File: src/rtl/median_frame_sink_if.sv
// Filtered pixel beat from the 2x2 median filter.
// No backpressure: the producer streams one beat per valid.
interface pixel_valid_if;
  logic [23:0] pixel;
  logic        valid;

  modport master (output pixel, output valid);
  modport slave  (input  pixel, input  valid);
endinterface

File: src/rtl/median_frame_sink.sv
// Sink after the 2x2 median: drops row 0 / column 0 beats,
// buffers kept pixels in a FWFT FIFO with sof/eol/eof tags.
module median_frame_sink #(
  parameter int IMAGE_LEN    = 1080,
  parameter int IMAGE_HEIGHT = 720,
  parameter int FIFO_DEPTH   = 16
) (
  input  logic          clk,
  input  logic          rst,
  input  logic          start_i,
  pixel_valid_if.slave  pixel_valid_if_i,
  output logic [23:0]   pixel_o,
  output logic          valid_o,
  input  logic          ready_i,
  output logic          sof_o,
  output logic          eol_o,
  output logic          eof_o,
  output logic          done_o,
  output logic          overflow_o
);

  localparam int XW = (IMAGE_LEN > 2) ? $clog2(IMAGE_LEN) : 1;
  localparam int YW = (IMAGE_HEIGHT > 2) ? $clog2(IMAGE_HEIGHT) : 1;
  localparam int AW = $clog2(FIFO_DEPTH);
  localparam int CW = AW + 1;

  localparam logic [XW-1:0] X_LAST = XW'(IMAGE_LEN - 1);
  localparam logic [YW-1:0] Y_LAST = YW'(IMAGE_HEIGHT - 1);
  localparam logic [CW-1:0] FULL_CNT = CW'(FIFO_DEPTH);

  typedef struct packed {
    logic        eof;
    logic        eol;
    logic        sof;
    logic [23:0] pixel;
  } word_t;

  typedef enum logic [1:0] {
    IDLE,
    RUN,
    DRAIN,
    DONE
  } state_t;

  state_t         state;
  logic [XW-1:0]  x;
  logic [YW-1:0]  y;

  word_t          mem [FIFO_DEPTH];
  logic [AW-1:0]  wr_ptr;
  logic [AW-1:0]  rd_ptr;
  logic [CW-1:0]  count;

  logic  beat_in;
  logic  keep;
  logic  empty;
  logic  full;
  logic  pop;
  logic  push;
  logic  drop;
  word_t wr_word;
  word_t rd_word;

  always_comb begin
    beat_in = (state == RUN) && pixel_valid_if_i.valid;
    keep    = beat_in && (x != '0) && (y != '0);
    empty   = (count == '0);
    full    = (count == FULL_CNT);
    pop     = !empty && ready_i;
    // A full FIFO still takes a beat when a pop frees a slot.
    push    = keep && (!full || pop);
    drop    = keep && full && !pop;

    wr_word.pixel = pixel_valid_if_i.pixel;
    wr_word.sof   = (x == XW'(1)) && (y == YW'(1));
    wr_word.eol   = (x == X_LAST);
    wr_word.eof   = (x == X_LAST) && (y == Y_LAST);
  end

  always_ff @(posedge clk or negedge rst) begin
    if (!rst) begin
      state      <= IDLE;
      x          <= '0;
      y          <= '0;
      done_o     <= 1'b0;
      overflow_o <= 1'b0;
    end else begin
      done_o <= 1'b0;
      unique case (state)
        IDLE: begin
          if (start_i) begin
            state      <= RUN;
            x          <= '0;
            y          <= '0;
            overflow_o <= 1'b0;
          end
        end
        RUN: begin
          if (beat_in) begin
            if (x == X_LAST) begin
              x <= '0;
              if (y == Y_LAST) begin
                y     <= '0;
                state <= DRAIN;
              end else begin
                y <= y + YW'(1);
              end
            end else begin
              x <= x + XW'(1);
            end
          end
        end
        DRAIN: begin
          if (empty) begin
            state  <= DONE;
            done_o <= 1'b1;
          end
        end
        DONE: state <= IDLE;
        default: state <= IDLE;
      endcase
      if (drop) overflow_o <= 1'b1;
    end
  end

  always_ff @(posedge clk or negedge rst) begin
    if (!rst) begin
      wr_ptr <= '0;
      rd_ptr <= '0;
      count  <= '0;
    end else begin
      if (push) wr_ptr <= wr_ptr + AW'(1);
      if (pop)  rd_ptr <= rd_ptr + AW'(1);
      unique case ({push, pop})
        2'b10:   count <= count + CW'(1);
        2'b01:   count <= count - CW'(1);
        default: count <= count;
      endcase
    end
  end

  // Storage needs no reset; reads are masked while empty.
  always_ff @(posedge clk) begin
    if (push) mem[wr_ptr] <= wr_word;
  end

  always_comb begin
    rd_word = empty ? '0 : mem[rd_ptr];
    valid_o = !empty;
    pixel_o = rd_word.pixel;
    sof_o   = rd_word.sof;
    eol_o   = rd_word.eol;
    eof_o   = rd_word.eof;
  end

endmodule
File: src/flat_wrapper.sv
// flat-port wrapper written by rule: the top's interface ports become plain ports
module median_frame_sink_flat 
#(
  parameter int IMAGE_LEN    = 1080,
  parameter int IMAGE_HEIGHT = 720,
  parameter int FIFO_DEPTH   = 16
)
  (clk, rst, start_i, pixel_o, valid_o, ready_i, sof_o, eol_o, eof_o, done_o, overflow_o, pixel_valid_if_i_pixel, pixel_valid_if_i_valid);
  pixel_valid_if pixel_valid_if_i_i ();
  input  logic clk;
  input  logic rst;
  input  logic start_i;
  output logic [23:0] pixel_o;
  output logic valid_o;
  input  logic ready_i;
  output logic sof_o;
  output logic eol_o;
  output logic eof_o;
  output logic done_o;
  output logic overflow_o;
  input wire logic [$bits(pixel_valid_if_i_i.pixel)-1:0] pixel_valid_if_i_pixel;
  input wire logic [$bits(pixel_valid_if_i_i.valid)-1:0] pixel_valid_if_i_valid;
  assign pixel_valid_if_i_i.pixel = pixel_valid_if_i_pixel;
  assign pixel_valid_if_i_i.valid = pixel_valid_if_i_valid;
  median_frame_sink #(.IMAGE_LEN(IMAGE_LEN), .IMAGE_HEIGHT(IMAGE_HEIGHT), .FIFO_DEPTH(FIFO_DEPTH)) u_core (.clk(clk), .rst(rst), .start_i(start_i), .pixel_valid_if_i(pixel_valid_if_i_i), .pixel_o(pixel_o), .valid_o(valid_o), .ready_i(ready_i), .sof_o(sof_o), .eol_o(eol_o), .eof_o(eof_o), .done_o(done_o), .overflow_o(overflow_o));
endmodule
File: config.mk
export PLATFORM = sky130hd
export DESIGN_NAME = median_frame_sink_flat
export DESIGN_NICKNAME = d
export VERILOG_FILES = /design/src/rtl/median_frame_sink_if.sv /design/src/rtl/median_frame_sink.sv /design/src/flat_wrapper.sv
export SDC_FILE = /design/constraint.sdc
export NUM_CORES = 1
export LEC_CHECK = 0
export CAP_MARGIN = 20
export CORE_AREA = 2 2 253 255
export CTS_CLUSTER_DIAMETER = 200
export DETAILED_ROUTE_END_ITERATION = 7
export DIE_AREA = 0 0 255 257
export SLEW_MARGIN = 20
export SYNTH_ARGS = -nofsm -noshare
export SYNTH_HDL_FRONTEND = slang
export SYNTH_SLANG_ARGS = --single-unit
File: constraint.sdc
create_clock -name clk -period 4.6 [get_ports clk]
set_input_delay 0.46 -clock clk [delete_from_list [all_inputs] [get_ports clk]]
set_output_delay 0.46 -clock clk [all_outputs]
set_load 0.01 [all_outputs]
# --- Word level (Yosys, flattened, before mapping) ---
# Memory sizes are Yosys's and may differ from the RTL's.
# Index checks and enable logic that the tools add are counted.
totals:
  ff_bits: 38
  ramBits: 432
  in_bits: 29
  out_inout_bits: 30
  word_cells: 79
  n_memories: 1
op_classes:
  add_sub_neg: 6
  n_eq_ne: 15
  n_mux: 24
  n_reduce_logical: 25
memory_table:
  columns: ["name", "depth", "width", "rd", "rd_ports_with_merged_regs", "write_ports", "line", "text"]
  rows:
  - ["u_core.mem", 16, 27, 1, 0, 1, "median_frame_sink.sv:49", "word_t mem [FIFO_DEPTH];"]
ops:
  columns: ["operator", "count"]
  rows:
  - ["10-bit two-way mux", 4]
  - ["11-bit two-way mux", 3]
  - ["27-bit two-way mux", 1]
  - ["11-bit one-hot mux with 2 select lines", 1]
  - ["10-bit one-hot mux with 2 select lines", 1]
  - ["11-bit by 1-bit adder with 11-bit output, second input constant", 1]
  - ["11-bit by 1-bit equality test with 1-bit output, second input constant", 1]
  - ["11-bit equality test, second input constant", 1]
  - ["11-bit nonzero test", 1]
  - ["10-bit by 1-bit adder with 10-bit output, second input constant", 1]
  - ["10-bit by 1-bit equality test with 1-bit output, second input constant", 1]
  - ["10-bit equality test, second input constant", 1]
  - ["2-bit two-way mux", 5]
  - ["5-bit one-hot mux with 2 select lines", 1]
  - ["10-bit nonzero test", 1]
  - ["1-bit logical AND", 9]
  - ["4-bit by 1-bit adder with 4-bit output, second input constant", 2]
  - ["2-bit one-hot mux with 4 select lines", 1]
  - ["2-bit nonzero test", 4]
  - ["1-bit two-way mux", 7]
  - ["2-bit equality test, second input constant", 3]
  - ["2-bit by 1-bit != test with 1-bit output, second input constant", 3]
  - ["5-bit by 1-bit adder with 5-bit output, second input constant", 1]
  - ["5-bit equality test, second input constant", 1]
  - ["11 further kinds", 15]

# --- Logic depth before layout (Yosys ltp) ---
logic_depth:
  word_depth: 8
  depth_mapped: 16
  depth_no_buf: 13

# --- Least setup slack after synthesis ---
# No wires, ideal clock.
synth_path:
  path_kind: "register to register"
  start: "register u_core.x[7]"
  end: "register u_core.count[4]"
  setup_time_ns: 0.129
  arrival_time_ns: 3.053
  required_ns: 4.471
  slack_ns: 1.418
  path_stages_with_launch: 15
  path_buffers: 3
  synth_period_minus_slack_ns: 3.182
  cell_sequence: "dfrtp_1 or4_4 nand4bb_1 and3_1 clkbuf_1 clkbuf_1 inv_1 ha_1 clkbuf_1 xor2_1 ha_1 o211a_1 o31ai_1 a31oi_1 xor2_1"
synth_between:
  elab_chain_cells: 6
  elab_cells_between_ends: 8
  cone_classes: "eq/ne (2); mux (1); reduce/logical (5)"
synth_lines:
  columns: ["item", "line", "text"]
  rows:
  - ["start, declared", "median_frame_sink.sv:46", "logic [XW-1:0] x;"]
  - ["start signal, assigned", "median_frame_sink.sv:109", "x <= x + XW'(1);"]
  - ["11-bit nonzero test (*)", "median_frame_sink.sv:66", "keep = beat_in && (x != '0) && (y != '0);"]
  - ["1-bit logical AND (*) (2 in series)", "median_frame_sink.sv:66", null]
  - ["1-bit logical AND (*)", "median_frame_sink.sv:71", "push = keep && (!full || pop);"]
  - ["2-bit by 1-bit equality test with 1-bit output / 2-bit equality test (equally long branches)", "median_frame_sink.sv:134", "unique case ({push, pop})"]
  - ["5-bit one-hot mux with 2 select lines / 2-bit nonzero test (equally long branches)", null, null]
  - ["end signal, assigned", "median_frame_sink.sv:135", "2'b10: count <= count + CW'(1);"]
  - ["end signal, assigned", "median_frame_sink.sv:136", "2'b01: count <= count - CW'(1);"]
  - ["end signal, assigned", "median_frame_sink.sv:137", "default: count <= count;"]
  - ["end, declared", "median_frame_sink.sv:52", "logic [CW-1:0] count;"]
# Mark *: on every way between the ends. The rest lies on a longest branch, timed or not.
# A chain may end at the register's enable or synchronous reset.

# --- Worst setup path after layout ---
layout_path:
  start: "register u_core.count[2]"
  end: "output eof_o"
layout_between:
  elab_chain_cells: 2
layout_lines:
  columns: ["item", "line", "text"]
  rows:
  - ["5-bit logical NOT", "median_frame_sink.sv:67", "empty = (count == '0);"]
  - ["27-bit two-way mux", "median_frame_sink.sv:148", "rd_word = empty ? '0 : mem[rd_ptr];"]
  - ["end, declared", "flat_wrapper.sv:18", "output logic eof_o;"]
# No other way between the ends.

==> results.cfg <==
[outcome]
outcome = completed

[power_and_ir_drop]
power.leakage_nw = 7.05
worst_ir_drop_vdd_mv = 0.330
finalPower_w = 0.0130
powerDensity_mw_per_mm2 = 594

[floorplan]
rows = 92
die-area_mm2 = 0.0655
chipHeight_um = 257
die-width_um = 255
start_util = 0.298
boundaryPins = 59
core_mm2 = 0.0627

[cts]
htree_num_levels = 2
numCtsBuffers = 47
cts_tree = done
clock_latency_ns = 0.58
clkTransAtPathRegs_ns = 0.06
cts_root_buffer = clkbuf_16
cts_setup_buffers = 0
clock_sinks = 470
cts_resized = 0
ctsHoldBuffers = 0
clockBufferDepth = 3

[sta]
fin_crit_sh = 0.848
tightestPinTransition_ns = 1.03
setup_tns_ns = 0
finalCriticalPeriod_ns = 3.90
fin_worst_skew_ns = 0.0188
hold_ws_ns = 0.0323
finalHoldViolCount = 0
setup_violations = 0
max-slew-margin-rel = 0.312
slew_violations = 0
rsz0062_at_grt = no
fmax_mhz = 256

[routing]
drtIter0Drc = 631
drc = 0
post_drt_wl_per_cell_um = 20.5
vias_per_cell = 4.76
wl_um = 38500
vias = 8944
ant_nets = 0
dr.pass1.iters = 5

[yosys]
async_flop_share = 0.0809
synthSimpleGateAreaFrac = 0.0340
synthTopCellsByCount = edfxtp_1 (432), mux4_2 (108), mux2i_1 (55), dfrtp_1 (38), clkbuf_1 (33)
synth-edff-count = 432
synth_fp_nets = 972
synth.area.top_cells = edfxtp_1 (69%), mux4_2 (13%), dfrtp_1 (5.1%)
synth.largest_area_cell = edfxtp_1
yosysSeqAreaShare = 0.745
synth_mux_area_frac = 0.161
yosys.area_share.adder = 0.0120
yosysTopAreaCellShare = 0.694
synth.most_common_cell = edfxtp_1
ys_ff_latch = 470
syn-cell-area_mm2 = 0.0187
ys_warn_count = 0
synth_xor_area_frac = 0.00843
yosysUniqueCellTypes = 50
synth_top_family_by_area = multiplexers
synth_ff_type = edfxtp_1
avgSynthCellArea_um2 = 20.2
synthCells = 925
synth_compound_area_frac = 0.0267

[place]
hpwl_um = 20600
io_buffer_count = 58
place.gp.congestion = 0.717

[worst_setup_path]
worstSetupEndpointType = output pin
path_class = flop to output pin
cp_max_fo = 27
required_ns = 4.14
critPathLaunchType = flop
cp.arrival_ns = 3.44

[cells_and_area]
fin_nets = 1041
drive_gt1_frac = 0.202
area.growth.synth_to_final_pct = 16.5
n_antenna_cell = 0
fillers = 5822
final_util = 0.347

[run]
maxCapViolations = 0

[global_route]
grt-ovfl-total = 0
grt_pass1_wl_um = 57900
gr-usage-all-layers = 0.118
grt_max_degree = 49
grt_pass1_vias = 9364
antenna_found_initial = 0

[hold_path]
worstHoldPathType = primary input to asynchronous set/reset pin
[cell type report]
type | count | area, um2 | share of cell area
timing repair buffer | 68 | 688 | 0.0316
inverter | 13 | 50.0 | 0.00230
tap | 846 | 1060 | 0.0486
clock buffer | 68 | 1300 | 0.0595
clock inverter | 19 | 208 | 0.00953
sequential | 470 | 13900 | 0.639
multi-input combinational | 394 | 4560 | 0.209
[metrics by stage]
step                std cells  instance area (um2)  setup slack, ns
global placement         1791                20300             1.09
detailed placement       1791                20300            0.952
finish                   1878                21800            0.697
CTS                      1878                21800            0.664
global route             1878                21800            0.517
floorplan                 925                18700             1.42
[state kept, by name (all words and copies together) (netlist names)]
name / cells
u_core.y: 10
u_core.rd_ptr: 4
u_core.mem: 432
u_core.overflow_o: 1
u_core.wr_ptr: 4
u_core.count: 5
u_core.x: 11
u_core.state: 2
u_core.done_o: 1
[cell families after synthesis]
logic type | Yosys count
AND/OR/NAND/NOR | 116
XOR/XNOR | 18
multiplexers | 166
buffers and inverters | 61
AO/OA/AOI/OAI | 76
adder cells (fa/ha/maj) | 18
flip-flops | 470
[per-layer routing]
layer,track usage,part of all wire,vias up
met5,0,0,-
met4,0.0307,0.019,0
met3,0.0260,0.046,56
met2,0.186,0.48,200
met1,0.165,0.46,4731
li1,-,-,3957
[final timing paths]
kind,from,end,slack (ns),depth (start not counted)
max in group asynchronous,rst,u_core.rd_ptr[3],3.87,1
setup / recovery,u_core.count[2],eof_o,0.70,5
hold / removal,rst,u_core.state[1],0.03,1
min in group clk,u_core.y[9],u_core.y[9],0.51,1
setup reg to reg,u_core.state[1],u_core.count[4],0.92,13
hold reg to reg,u_core.y[9],u_core.y[9],0.51,1
[where the power goes]
group          internal, W  switching, W
clock              0.00214       0.00158
sequential         0.00515      0.000357
combinational      0.00187       0.00185
[cell usage in the layout, fill, tap and decap left out, drive strengths merged, types with 18 or more instances in the layout]
cell / netlist / layout
clkdlybuf4s50: 0 / 57
and3: 18 / 18
nand2: 29 / 29
o22ai: 28 / 28
mux4: 108 / 108
edfxtp: 432 / 432
dfrtp: 38 / 38
mux2i: 55 / 55
clkbuf: 33 / 68
ha: 18 / 18
[worst max-delay path, stage by stage (launching register included)]
cell	delay, ns
dfrtp_1	0.45
nor4_1	0.38
nand2b_1	0.31
nand2b_2	0.76
o22ai_1	0.40
clkdlybuf4s50_1	0.57
No activity file was read; power rests on OpenSTA's default activity.
